===== config.mk =====
export PLATFORM = sky130hd
export DESIGN_NAME = writeback_stage
export DESIGN_NICKNAME = d
export VERILOG_FILES = /design/src/rtl/vliw_pkg.sv /design/src/rtl/wb_conflict_resolve.sv /design/src/rtl/writeback_stage.sv
export SDC_FILE = /design/constraint.sdc
export NUM_CORES = 1
export LEC_CHECK = 0
export CORE_ASPECT_RATIO = 1.4
export CORE_MARGIN = 8
export CORE_UTILIZATION = 40
export DETAILED_ROUTE_END_ITERATION = 12
export GPL_TIMING_DRIVEN = 0
export HOLD_SLACK_MARGIN = 0.1
export PLACE_DENSITY_LB_ADDON = 0.25
export SETUP_SLACK_MARGIN = 0.1
export SLEW_MARGIN = 20
export SYNTH_ARGS = -nofsm -noshare
export SYNTH_HDL_FRONTEND = slang
export SYNTH_SLANG_ARGS = --single-unit
export TNS_END_PERCENT = 100

===== constraint.sdc =====
create_clock -name clk -period 2.5 [get_ports clk]
set_input_delay 0.25 -clock clk [delete_from_list [all_inputs] [get_ports clk]]
set_output_delay 0.25 -clock clk [all_outputs]
set_load 0.01 [all_outputs]

===== src/rtl/vliw_pkg.sv =====
// Shared types for the VLIW writeback stage.
// Slot order doubles as write priority: higher index wins.
package vliw_pkg;
  localparam int XLEN   = 32;
  localparam int REG_AW = 5;
  localparam int CNT_W  = 16;
  localparam int NSLOT  = 4;
  localparam int NREG   = 1 << REG_AW;

  typedef enum logic [1:0] {
    SLOT_LSU,
    SLOT_IXU1,
    SLOT_IXU2,
    SLOT_BR
  } wb_slot_e;

  typedef struct packed {
    logic              en;
    logic [REG_AW-1:0] rd;
    logic [XLEN-1:0]   data;
  } wb_slot_t;

  typedef enum logic [1:0] {
    IDLE,
    WAIT_LOAD,
    COMMIT
  } wb_state_e;
endpackage


===== src/rtl/wb_conflict_resolve.sv =====
// Same-rd arbitration for one captured bundle.
// x0 writes vanish silently; duplicates keep only the top slot.
module wb_conflict_resolve
  import vliw_pkg::*;
(
  input  wb_slot_t [NSLOT-1:0] slot_i,
  output logic     [NSLOT-1:0] en_o,
  output logic                 conflict_o
);

  always_comb begin
    en_o       = '0;
    conflict_o = 1'b0;
    for (int i = 0; i < NSLOT; i++) begin
      if (slot_i[i].en && slot_i[i].rd != '0) begin
        en_o[i] = 1'b1;
        for (int j = i + 1; j < NSLOT; j++) begin
          if (slot_i[j].en && slot_i[j].rd == slot_i[i].rd) begin
            en_o[i]    = 1'b0;
            conflict_o = 1'b1;
          end
        end
      end
    end
  end

endmodule


===== src/rtl/writeback_stage.sv =====
// Writeback stage: holds one VLIW bundle, merges late load data,
// and drives all four register-file write ports in one cycle.
module writeback_stage
  import vliw_pkg::*;
(
  input  logic              clk,
  input  logic              rst,
  input  logic              ex_valid,
  output logic              ex_ready,
  input  logic              ex_lsu_en,
  input  logic [REG_AW-1:0] ex_lsu_rd,
  input  logic [XLEN-1:0]   ex_lsu_data,
  input  logic              ex_ixu1_en,
  input  logic [REG_AW-1:0] ex_ixu1_rd,
  input  logic [XLEN-1:0]   ex_ixu1_data,
  input  logic              ex_ixu2_en,
  input  logic [REG_AW-1:0] ex_ixu2_rd,
  input  logic [XLEN-1:0]   ex_ixu2_data,
  input  logic              ex_branch_en,
  input  logic [REG_AW-1:0] ex_branch_rd,
  input  logic [XLEN-1:0]   ex_branch_data,
  input  logic              ex_lsu_pend,
  input  logic              lsu_resp_valid,
  input  logic [XLEN-1:0]   lsu_resp_data,
  output logic              lsu_wr_en,
  output logic [REG_AW-1:0] lsu_rd,
  output logic [XLEN-1:0]   lsu_wr_data,
  output logic              ixu1_wr_en,
  output logic [REG_AW-1:0] ixu1_rd,
  output logic [XLEN-1:0]   ixu1_wr_data,
  output logic              ixu2_wr_en,
  output logic [REG_AW-1:0] ixu2_rd,
  output logic [XLEN-1:0]   ixu2_wr_data,
  output logic              branch_wr_en,
  output logic [REG_AW-1:0] branch_rd,
  output logic [XLEN-1:0]   branch_wr_data,
  output logic [NREG-1:0]   busy_mask,
  output logic              wb_conflict,
  output logic              wb_proto_err,
  output logic [CNT_W-1:0]  retired_count
);

  wb_state_e             state_q, state_d;
  wb_slot_t [NSLOT-1:0]  slot_q, slot_d;
  wb_slot_t [NSLOT-1:0]  port_q, port_d;
  wb_slot_t [NSLOT-1:0]  ex_slot;
  logic     [NSLOT-1:0]  res_en;
  logic                  res_conf;
  logic                  conflict_q, conflict_d;
  logic                  proto_q, proto_d;
  logic     [CNT_W-1:0]  cnt_q, cnt_d;
  logic                  accept;
  logic                  commit_d;

  assign ex_slot[SLOT_LSU]  = '{ex_lsu_en, ex_lsu_rd, ex_lsu_data};
  assign ex_slot[SLOT_IXU1] = '{ex_ixu1_en, ex_ixu1_rd, ex_ixu1_data};
  assign ex_slot[SLOT_IXU2] = '{ex_ixu2_en, ex_ixu2_rd, ex_ixu2_data};
  assign ex_slot[SLOT_BR]   = '{ex_branch_en, ex_branch_rd, ex_branch_data};

  wb_conflict_resolve u_resolve (
    .slot_i     (ex_slot),
    .en_o       (res_en),
    .conflict_o (res_conf)
  );

  assign ex_ready = (state_q != WAIT_LOAD);
  assign accept   = ex_valid & ex_ready;

  always_comb begin
    state_d    = state_q;
    slot_d     = slot_q;
    conflict_d = conflict_q;
    proto_d    = proto_q;
    unique case (state_q)
      WAIT_LOAD: begin
        if (lsu_resp_valid) begin
          slot_d[SLOT_LSU].data = lsu_resp_data;
          state_d               = COMMIT;
        end
      end
      default: begin
        // Responses are only legal while a load is outstanding
        if (lsu_resp_valid) proto_d = 1'b1;
        if (accept) begin
          for (int i = 0; i < NSLOT; i++) begin
            slot_d[i]    = ex_slot[i];
            slot_d[i].en = res_en[i];
          end
          conflict_d = conflict_q | res_conf;
          state_d    = (ex_lsu_en && ex_lsu_pend) ? WAIT_LOAD : COMMIT;
        end else begin
          state_d = IDLE;
        end
      end
    endcase
  end

  assign commit_d = (state_d == COMMIT);

  // Ports are registered so rd/data hold while a new bundle waits
  always_comb begin
    port_d = port_q;
    cnt_d  = cnt_q;
    for (int i = 0; i < NSLOT; i++) begin
      port_d[i].en = commit_d & slot_d[i].en;
      if (commit_d) begin
        port_d[i].rd   = slot_d[i].rd;
        port_d[i].data = slot_d[i].data;
      end
    end
    if (commit_d) cnt_d = cnt_q + 1'b1;
  end

  always_comb begin
    busy_mask = '0;
    if (state_q != IDLE) begin
      for (int i = 0; i < NSLOT; i++) begin
        if (slot_q[i].en) busy_mask[slot_q[i].rd] = 1'b1;
      end
    end
    busy_mask[0] = 1'b0;
  end

  always_ff @(posedge clk or negedge rst) begin
    if (!rst) begin
      state_q    <= IDLE;
      slot_q     <= '0;
      port_q     <= '0;
      conflict_q <= 1'b0;
      proto_q    <= 1'b0;
      cnt_q      <= '0;
    end else begin
      state_q    <= state_d;
      slot_q     <= slot_d;
      port_q     <= port_d;
      conflict_q <= conflict_d;
      proto_q    <= proto_d;
      cnt_q      <= cnt_d;
    end
  end

  assign lsu_wr_en      = port_q[SLOT_LSU].en;
  assign lsu_rd         = port_q[SLOT_LSU].rd;
  assign lsu_wr_data    = port_q[SLOT_LSU].data;
  assign ixu1_wr_en     = port_q[SLOT_IXU1].en;
  assign ixu1_rd        = port_q[SLOT_IXU1].rd;
  assign ixu1_wr_data   = port_q[SLOT_IXU1].data;
  assign ixu2_wr_en     = port_q[SLOT_IXU2].en;
  assign ixu2_rd        = port_q[SLOT_IXU2].rd;
  assign ixu2_wr_data   = port_q[SLOT_IXU2].data;
  assign branch_wr_en   = port_q[SLOT_BR].en;
  assign branch_rd      = port_q[SLOT_BR].rd;
  assign branch_wr_data = port_q[SLOT_BR].data;
  assign wb_conflict    = conflict_q;
  assign wb_proto_err   = proto_q;
  assign retired_count  = cnt_q;

endmodule


==> results_dict.tcl, run 1 <==
set metrics [dict create \
    yosysWarnings 0 \
    synthAdderAreaFrac_pct 0.0888 \
    antenna_found_initial 2 \
    cp_cell_sequence "buf_4 > buf_4 > nor3b_4 > a22oi_1 > a21oi_1 > dlygate4sd2_1" \
    syn-num-nets 1514 \
    synth_cell_types 50 \
    synth_top_area_cell "dfrtp_1" \
    timing.hold.ws_ns 0.134 \
    crit_slowest_cell "dfrtp_2" \
    critPathTopFamily "buffers and inverters" \
    p_seq_share_pct 40.7 \
    vdd_drop_max_mv 0.640 \
    hold-path-endpoint "slot_q[73]$_DFF_PN0_" \
    clkPwrFrac_pct 32.0 \
    tightest_slew_ns 0.725 \
    routed_via_density 5.17 \
    synth_top_area_share_pct 57.5 \
    critPathKind "register to output pin" \
    cts.sinks 324 \
    path_clk_slew_ns 0.06 \
    ioPinCount 392 \
    synth-simple-area-share_pct 17.6 \
    grt_max_degree 100 \
    min_from "ex_ixu1_rd[3]" \
    crit_buf_inv 3 \
    startpoint_type "register" \
    min_path_type "input port to register" \
    synth_edf_count 0 \
    cp.required_ns 2.25 \
    drt_iter0_markers 794 \
    cts_tree "yes" \
    total_power_mw 16.8 \
    die_h_um 238 \
    reg2reg_from "state_q[0]$_DFF_PN0_" \
    hold_depth 3 \
    dominantRegCellSynth "dfrtp_1" \
    initial_core_util_pct 40.4 \
    min_period_ns 2.35 \
    synthArstFlopShare_pct 100 \
    fin_util_pct 58.4 \
    drive_gt1_share_pct 17.8 \
    routed_wl_um 47400 \
    finalClockSkew_ns 0.0256 \
    synth_area_leaders "dfrtp_1 58%, nand2_1 11%, mux2_4 7.1%" \
    fp-row-count 81 \
    p_per_area_nw_per_um2 823 \
    clock_path_buffers 3 \
    report.final.slew_viol_count 0 \
    cpMostUsedCell "buf_4" \
    area_growth_pct 44.3 \
    routedWlPerCell_um 21.0 \
    num-nets-final 1962 \
    synth.cell_area_um2 14100 \
    vias 11661 \
    p_leak_nw 9.31 \
    period_share_pct 93.8 \
    p_sw_mw 4.80 \
    place.port_buffers 386 \
    synth_compound_area_share_pct 7.93 \
    r2r_end "ixu2_rd[3]$_DFFE_PN0N_" \
    synthXorXnorAreaFrac_pct 2.80 \
    max_freq_mhz 426 \
    synth_top_family_by_area "simple AND/OR/NAND/NOR gates" \
    muxShareOfSynthArea_pct 11.0 \
    comb_power_share_pct 27.3 \
    ctsRootBufferMaster "clkbuf_16" \
    yosysMostFrequentCell "nand2_1" \
    slew_headroom_pct 51.7 \
    rsz0062_at_grt "true" \
    ant_nets 0 \
    slowest_delay_ns 0.45 \
    numCtsBuffers 34 \
    r2r_cells 7 \
    hold_viol 0 \
    seq_area_frac_synth_pct 57.5 \
    setup_viol 0 \
    path_max_fanout 5 \
    worstPathArrival_ns 2.10 \
    gp_congestion 0.903 \
    ys_ff_latch 324 \
    r2r_slack_ns 0.26 \
    grt_use_total_pct 22.3 \
    design.core.area_um2 34900 \
    grt_pass1_wl_um 73100 \
    fillers 3075 \
    internal-power_mw 12.0 \
    hpwl_um 35200 \
    die_w_um 175 \
    tns_ns 0 \
    ys_top_cells_by_count "410 x nand2_1, 324 x dfrtp_1, 86 x nor2_1" \
    overflow 0 \
    die_area_um2 41600 \
    grt_pass1_vias 12487 \
    status "finished clean" \
    cts_max_level 2 \
    swShare_pct 28.6 \
    firstDrtPassIters 5 \
    syn_area_per_cell_um2 10.6 \
    drc 0 \
    netlist_instances 1324 \
    maxCapViolations 0 \
    clkLatencyLatePin_ns 0.53 \
    setup.worst_path.end_class "output pin" \
]
[layout make-up]
cell class / instances / area [um2] / share of cell area (%)
diodes: 2 / 5.00 / 0.0246
plain buffers: 70 / 373 / 1.83
clock buffers: 48 / 975 / 4.79
clock inverters: 12 / 213 / 1.05
inverters: 7 / 31.3 / 0.154
multi-input cells: 911 / 5850 / 28.7
flip-flops and latches: 324 / 8130 / 40.0
well taps: 456 / 571 / 2.80
repair buffers: 424 / 4200 / 20.6
[placed cells by master, fill, tap and decap left out, drive strengths merged, types with 10 or more instances in the layout]
master	n
o22ai	35
nor3b	16
inv	10
xor2	27
nand2	411
buf	76
mux2	116
dlygate4sd2	19
clkbuf	85
a21oi	20
dfrtp	324
xnor2	18
a22oi	44
nor2	87
nand3	15
and3	12
clkdlybuf4s50	354
a221oi	12
o31ai	25
[stage by stage]
stage               worst slack [ns]  instances  cell area, um2
finish                         0.155       2254           20300
global route                  0.0660       2254           20300
CTS                          0.00221       2238           20200
detailed placement            -0.404       2169           18600
global placement              -12.72       2166           18500
floorplan                      0.728       1324           14100
[sequential cells by signal, summed over array words and instances (netlist names), 16 cells and up]
name            flops
ixu1_wr_data       32
ixu2_wr_data       32
branch_wr_data     32
slot_q            152
lsu_wr_data        32
retired_count      16
[power groups by stage]
| stage | logic (mW) | registers [mW] | clock network (mW) |
|---|---|---|---|
| 2_1_floorplan | 1.69 | 7.04 | 0 |
| 3_3_place_gp | 4.43 | 6.79 | 0 |
| 3_5_place_dp | 4.49 | 6.82 | 0 |
| 4_1_cts | 4.57 | 6.83 | 5.50 |
| 5_1_grt | 4.90 | 6.92 | 5.70 |
| 6_report | 4.57 | 6.82 | 5.36 |
[metal layers]
metal	vias to the layer above	GRT usage (%)	wire, um
met2	421	39.8	24400
met5	-	0	0
met3	94	5.47	3190
met1	5756	25.3	18100
li1	5390	-	-
met4	0	8.78	1720
[worst min-delay path: cells and delay by family]
kind          cells  cell delay (ns)
buf+inv           1             0.19
simple gates      2             0.17
[worst max path at each step]
stage                                     start                             to  slack, ns  depth (start not counted)
after floorplan            state_q[0]$_DFF_PN0_         ixu1_rd[0]$_DFFE_PN0N_       0.73                          9
after global placement                      rst         ixu2_rd[3]$_DFFE_PN0N_     -12.72                          1
after detailed placement               ex_valid  branch_wr_data[1]$_DFFE_PN0N_      -0.40                          8
after CTS                 slot_q[111]$_DFF_PN0_                  busy_mask[11]      0.002                          4
after global routing       slot_q[72]$_DFF_PN0_                  busy_mask[10]       0.07                          6
final                      slot_q[72]$_DFF_PN0_                   busy_mask[9]       0.15                          6
[timing repair]
item,CTS,global route
setup endpoints to repair,76,11
resized for setup,125,15
hold endpoints to repair,79,0
gates cloned,0,0
buffers inserted,20,14
hold buffers,1,0
pin swaps,5,2
[kinds of logic after synthesis]
| kind of cell | after synthesis |
|---|---|
| AND/OR/NAND/NOR | 589 |
| XOR/XNOR | 45 |
| AO/OA/AOI/OAI | 159 |
| adder cells (fa/ha/maj) | 1 |
| buffers and inverters | 89 |
| flip-flops | 324 |
| other | 1 |
| multiplexers | 116 |
Power figures use the tool's default switching activity.
==> inputs of run 2 (changes only) <==
CTS_BUF_LIST = sky130_fd_sc_hd__clkbuf_8   (was not set)
SLEW_MARGIN = 0   (was 20)
==> run 2 against run 1 <==
  * Sequential share of layout area grew 0.32 points
  * Die area is the same
  * Maximum frequency shrank 3.6%
  * Clock power shrank 18%
  * Utilization shrank 0.46 points
  * Non-clock buffer count grew 4
  * Clock skew grew 0.0080 ns
  * Power shrank 5.8%
  * Worst setup slack lost 0.087 ns
  * Combinational power is essentially flat
  * Clock-buffer cell count grew 7
  * Via count grew 0.75%
  * Critical path type unchanged
  * Largest cell class unchanged
==> results_dict.tcl, run 2 (same netlist as run 1, synthesis figures left out) <==
set metrics [dict create \
    comb_power_share_pct 29.1 \
    setup_viol 0 \
    numCtsBuffers 50 \
    r2r_slack_ns 0.22 \
    reg2reg_from "state_q[0]$_DFF_PN0_" \
    tns_ns 0 \
    path_max_fanout 5 \
    top_register "slot_q" \
    design_area_um2 20200 \
    hold_depth 3 \
    stdcell_count 2289 \
    mostFrequentLayoutCell "nand2_1" \
    ctsRootBufferMaster "clkbuf_8" \
    p_leak_nw 9.26 \
    use_met2_pct 39.5 \
    fin_util_pct 57.9 \
    p_per_area_nw_per_um2 782 \
    vias 11749 \
    total_power_mw 15.8 \
    max_freq_mhz 411 \
    ant_nets 0 \
    timing.hold.ws_ns 0.132 \
    min_from "ex_ixu2_rd[3]" \
    cts_max_level 2 \
    dp.cells 2168 \
    drt_iter0_markers 670 \
    p_sw_mw 4.76 \
    vdd_drop_max_mv 0.502 \
    area_growth_pct 43.2 \
    fillers 3064 \
    clock_path_buffers 3 \
    drive_gt1_share_pct 19.4 \
    die_area_um2 41600 \
    p_seq_share_pct 43.2 \
    report.final.slew_viol_count 0 \
    place_area_um2 18600 \
    ioPinCount 392 \
    internal-power_mw 11.0 \
    die_w_um 175 \
    slew_headroom_pct 50.7 \
    hpwl_um 35000 \
    min_period_ns 2.43 \
    cts_tree "yes" \
    period_share_pct 97.3 \
    swShare_pct 30.1 \
    grt_use_total_pct 22.4 \
    setup.worst_path.end_class "output pin" \
    grt_use_met1_pct 24.9 \
    grt_pass1_wl_um 73300 \
    r2r_cells 8 \
    r2r_end "ixu1_wr_data[0]$_DFFE_PN0N_" \
    cts.sinks 324 \
    status "finished clean" \
    clkLatencyLatePin_ns 0.58 \
    largest_reg_flops 152 \
    hold_viol 0 \
    hold-path-endpoint "slot_q[111]$_DFF_PN0_" \
    grt_pass1_vias 12577 \
    maxCapViolations 0 \
    antenna_found_initial 6 \
    cp.required_ns 2.25 \
    path_clk_slew_ns 0.07 \
    grt-busiest-layer "met2" \
    grt_max_degree 120 \
    startpoint_type "register" \
    design.core.area_um2 34900 \
    min_path_type "input port to register" \
    rsz0062_at_grt "true" \
    gp_congestion 0.903 \
    routed_wl_um 47500 \
    routedWlPerCell_um 20.8 \
    routed_via_density 5.13 \
    worstPathArrival_ns 2.18 \
    overflow 0 \
    clkPwrFrac_pct 27.7 \
    num-nets-final 1982 \
    drc 0 \
    critPathKind "register to output pin" \
    finalClockSkew_ns 0.0336 \
    tightest_slew_ns 0.740 \
    initial_core_util_pct 40.4 \
    place.port_buffers 386 \
    firstDrtPassIters 5 \
    die_h_um 238 \
    fin_ws_ns 0.0675 \
    fp-row-count 81 \
    use_met3_pct 5.77 \
    place_ws_ns -0.394 \
    final_cell_mix "408 x nand2_1, 354 x clkdlybuf4s50_1, 303 x dfrtp_1" \
]
[run 2: how the worst max path moves through the flow]
stage,from,endpoint,slack (ns),depth (start not counted)
after CTS,slot_q[70]$_DFF_PN0_,busy_mask[12],-0.02,7
after floorplan,state_q[0]$_DFF_PN0_,ixu1_rd[0]$_DFFE_PN0N_,0.73,9
after global placement,rst,ixu2_rd[3]$_DFFE_PN0N_,-12.72,1
final,slot_q[70]$_DFF_PN0_,busy_mask[24],0.07,7
after detailed placement,ex_valid,branch_wr_data[1]$_DFFE_PN0N_,-0.39,8
after global routing,slot_q[70]$_DFF_PN0_,busy_mask[12],-0.04,7
[run 2: cell type report]
class	count	area [um2]	area share (%)
clock buffers	55	757	3.75
diodes	7	17.5	0.0868
inverters	7	31.3	0.155
well taps	456	571	2.83
clock inverters	31	215	1.07
repair buffers	428	4190	20.8
flip-flops and latches	324	8130	40.3
multi-input cells	911	5900	29.2
plain buffers	70	372	1.84
[run 2: critical path, stage by stage, from the launching register on]
cell and delay [ns]:
dfrtp_2 0.47, buf_12 0.15, buf_6 0.11, or3b_4 0.40, o22ai_4 0.14, a221oi_2 0.05, nor2_1 0.12, buf_2 0.15
[run 2: per-layer routing]
| metal | wire [um] | share of wire [%] |
|---|---|---|
| met3 | 3200 | 6.7 |
| met5 | 0 | 0 |
| met1 | 17900 | 38 |
| met2 | 24400 | 51 |
| met4 | 2040 | 4.3 |
[run 2: power groups by stage]
| stage | Sequential, mW | Combinational, mW | Clock [mW] |
|---|---|---|---|
| 6_report | 6.82 | 4.59 | 4.38 |
| 5_1_grt | 6.93 | 4.92 | 4.75 |
| 4_1_cts | 6.83 | 4.57 | 4.51 |
| 3_5_place_dp | 6.82 | 4.48 | 0 |
| 3_3_place_gp | 6.79 | 4.43 | 0 |
| 2_1_floorplan | 7.04 | 1.69 | 0 |
[run 2: timing repair]
action                                 in CTS  in global routing
pin swaps                                  11                  8
hold buffers                                4                  0
setup endpoints to repair                  70                 18
gates resized for setup                   153                 34
setup buffers                              20                 16
endpoints found under the hold margin      95                  0
==> inputs of run 3 (changes only) <==
ABC_AREA = 1   (was not set)
CORE_MARGIN = 2   (was 8)
SYNTH_HIERARCHICAL = 1   (was not set)
==> run 3 against run 2 <==
  * Die area is 11% lower
  * First-iteration DRC count is 33% higher
  * Hold slack better by 0.093 ns
  * Via count is 20% higher
  * Synthesized area is 1.2% higher
  * Cell count is 19% higher
  * Combinational power is 7.2% lower
  * Highest routed layer unchanged
==> results_dict.tcl, run 3 <==
set metrics [dict create \
    synthAdderAreaFrac_pct 0.0877 \
    hpwl_um 38500 \
    startpoint_type "register" \
    drive_gt1_share_pct 11.6 \
    ys_ff_latch 324 \
    seqCellArea_um2 8130 \
    ioPinCount 392 \
    status "finished clean" \
    firstDrtPassIters 6 \
    netlist_instances 1753 \
    synth_top_area_share_pct 56.8 \
    ctsRootBufferMaster "clkbuf_8" \
    finalClockSkew_ns 0.0289 \
    routed_via_density 5.18 \
    yosysMostFrequentCell "nand2_1" \
    r2r_cells 6 \
    design.core.area_um2 35100 \
    setup_viol 0 \
    tns_ns 0 \
    clkLatencyLatePin_ns 0.59 \
    die_area_um2 37200 \
    design_area_um2 20300 \
    slew_headroom_pct 43.5 \
    numCtsBuffers 50 \
    top_register "slot_q" \
    final_cell_mix "720 x nand2_1, 359 x clkdlybuf4s50_1, 307 x dfrtp_1" \
    min_from "ex_ixu1_data[8]" \
    drc 0 \
    worstPathArrival_ns 2.23 \
    synth_compound_area_share_pct 8.13 \
    place.port_buffers 390 \
    hold_viol 0 \
    grt_pass1_vias 13807 \
    syn_area_per_cell_um2 8.14 \
    mostFrequentLayoutCell "nand2_1" \
    path_max_fanout 5 \
    cts_tree "yes" \
    largest_reg_flops 152 \
    r2r_slack_ns 0.48 \
    tightest_slew_ns 0.847 \
    vdd_drop_max_mv 0.543 \
    setup.worst_path.end_class "output pin" \
    synth.cell_area_um2 14300 \
    place_area_um2 18800 \
    multiInputGateArea_um2 5790 \
    synth-simple-area-share_pct 29.7 \
    num-nets-final 2404 \
    area_growth_pct 42.5 \
    yosysWarnings 6 \
    cts_max_level 2 \
    routed_wl_um 51800 \
    max_freq_mhz 404 \
    ys_top_cells_by_count "720 x nand2_1, 324 x dfrtp_1, 227 x nor2_1" \
    clock_path_buffers 3 \
    grt_pass1_wl_um 78200 \
    muxShareOfSynthArea_pct 0 \
    initial_core_util_pct 40.7 \
    period_share_pct 99.0 \
    fp-row-count 81 \
    seq_area_frac_synth_pct 56.8 \
    hold_depth 3 \
    critPathKind "register to output pin" \
    grt_max_degree 121 \
    grt_use_total_pct 27.4 \
    r2r_end "ixu1_wr_en$_DFF_PN0_" \
    gp_congestion 0.955 \
    synthXorXnorAreaFrac_pct 0.491 \
    cts.sinks 324 \
    synth_area_leaders "dfrtp_1 57%, nand2_1 19%, nor2_1 6.0%" \
    min_path_type "input port to register" \
    synthArstFlopShare_pct 100 \
    p_leak_nw 9.58 \
    maxCapViolations 0 \
    dominantRegCellSynth "dfrtp_1" \
    die_h_um 227 \
    dp.cells 2601 \
    rsz0062_at_grt "true" \
    synth_cell_types 30 \
    vias 14048 \
    syn-num-nets 1943 \
    stdcell_count 2714 \
    ant_nets 0 \
    drt_iter0_markers 890 \
    synth_top_family_by_area "simple AND/OR/NAND/NOR gates" \
    synth_edf_count 0 \
    p_per_area_nw_per_um2 775 \
    cp.required_ns 2.25 \
    report.final.slew_viol_count 0 \
    path_clk_slew_ns 0.07 \
    fillers 3251 \
    overflow 0 \
    routedWlPerCell_um 19.1 \
    reg2reg_from "state_q[1]$_DFF_PN0_" \
    hold-path-endpoint "slot_q[46]$_DFF_PN0_" \
    synth_top_area_cell "dfrtp_1" \
    antenna_found_initial 2 \
    min_period_ns 2.48 \
    die_w_um 164 \
]
==> run 3: per-stage QoR <==
stage	worst slack (ns)	util (%)	hold WS, ns	total power, mW
3_3_place_gp	-12.74	53.4	0.454	10.8
2_1_floorplan	1.02	-	-0.0456	8.42
3_5_place_dp	-0.127	53.6	0.315	10.9
5_1_grt	-0.0961	57.9	0.190	16.5
6_report	0.0245	58.0	0.225	15.7
4_1_cts	-0.0771	57.8	0.171	15.8
==> run 3: how the worst max path moves through the flow <==
| stage | slack, ns | to | from |
|---|---|---|---|
| finish | 0.02 | busy_mask[11] | slot_q[148]$_DFF_PN0_ |
| global route | -0.1 | busy_mask[11] | slot_q[149]$_DFF_PN0_ |
| CTS | -0.08 | busy_mask[11] | slot_q[112]$_DFF_PN0_ |
| detailed placement | -0.13 | busy_mask[28] | slot_q[147]$_DFF_PN0_ |
| global placement | -12.74 | branch_wr_data[18]$_DFFE_PN0N_ | rst |
| floorplan | 1.02 | busy_mask[12] | slot_q[147]$_DFF_PN0_ |
==> run 3: final cells by class <==
class,instances,area share (%)
buffer,76,1.99
clock inverter,27,0.930
sequential,324,40.0
tap,456,2.81
antenna,4,0.0493
multi-input combinational,1279,28.5
clock buffer,65,4.40
timing repair buffer,409,19.9
inverter,74,1.48
==> run 3: what timing repair did <==
item	4_1_cts	5_1_grt
endpoints found under the setup margin	31	19
gates resized for setup	136	42
setup buffers	11	5
hold buffers	1	0
hold endpoints to repair	95	0
pin swaps	3	6
==> run 3: power breakdown <==
part | internal (mW) | leakage (nW) | switching, mW
Combinational | 1.99 | 5.06 | 2.27
Clock | 2.63 | 0.627 | 2.09
Sequential | 6.15 | 3.89 | 0.614
==> run 3: kinds of logic (layout without fill, tap and decap cells) <==
family / after synthesis / count (layout)
compound gates: 200 / 200
simple gates: 1069 / 1069
fa+ha+maj: 1 / 1
other cells: 1 / 5
xor+xnor: 8 / 8
buf+inv: 150 / 651
flops: 324 / 324
==> run 3: critical path: stages (launching register included) <==
cell	delay, ns
dfrtp_2	0.49
nor3_4	0.27
nand2_1	0.07
o21ai_1	0.09
nor2_1	0.07
nor2_1	0.09
clkdlybuf4s50_1	0.56
==> run 3: per-layer routing <==
metal / vias up / GRT usage, % / wire length (um)
li1: 6591 / - / -
met1: 6733 / 31.4 / 18900
met5: - / 0 / 0
met3: 150 / 6.10 / 3950
met2: 574 / 48.4 / 26700
met4: 0 / 13.2 / 2310
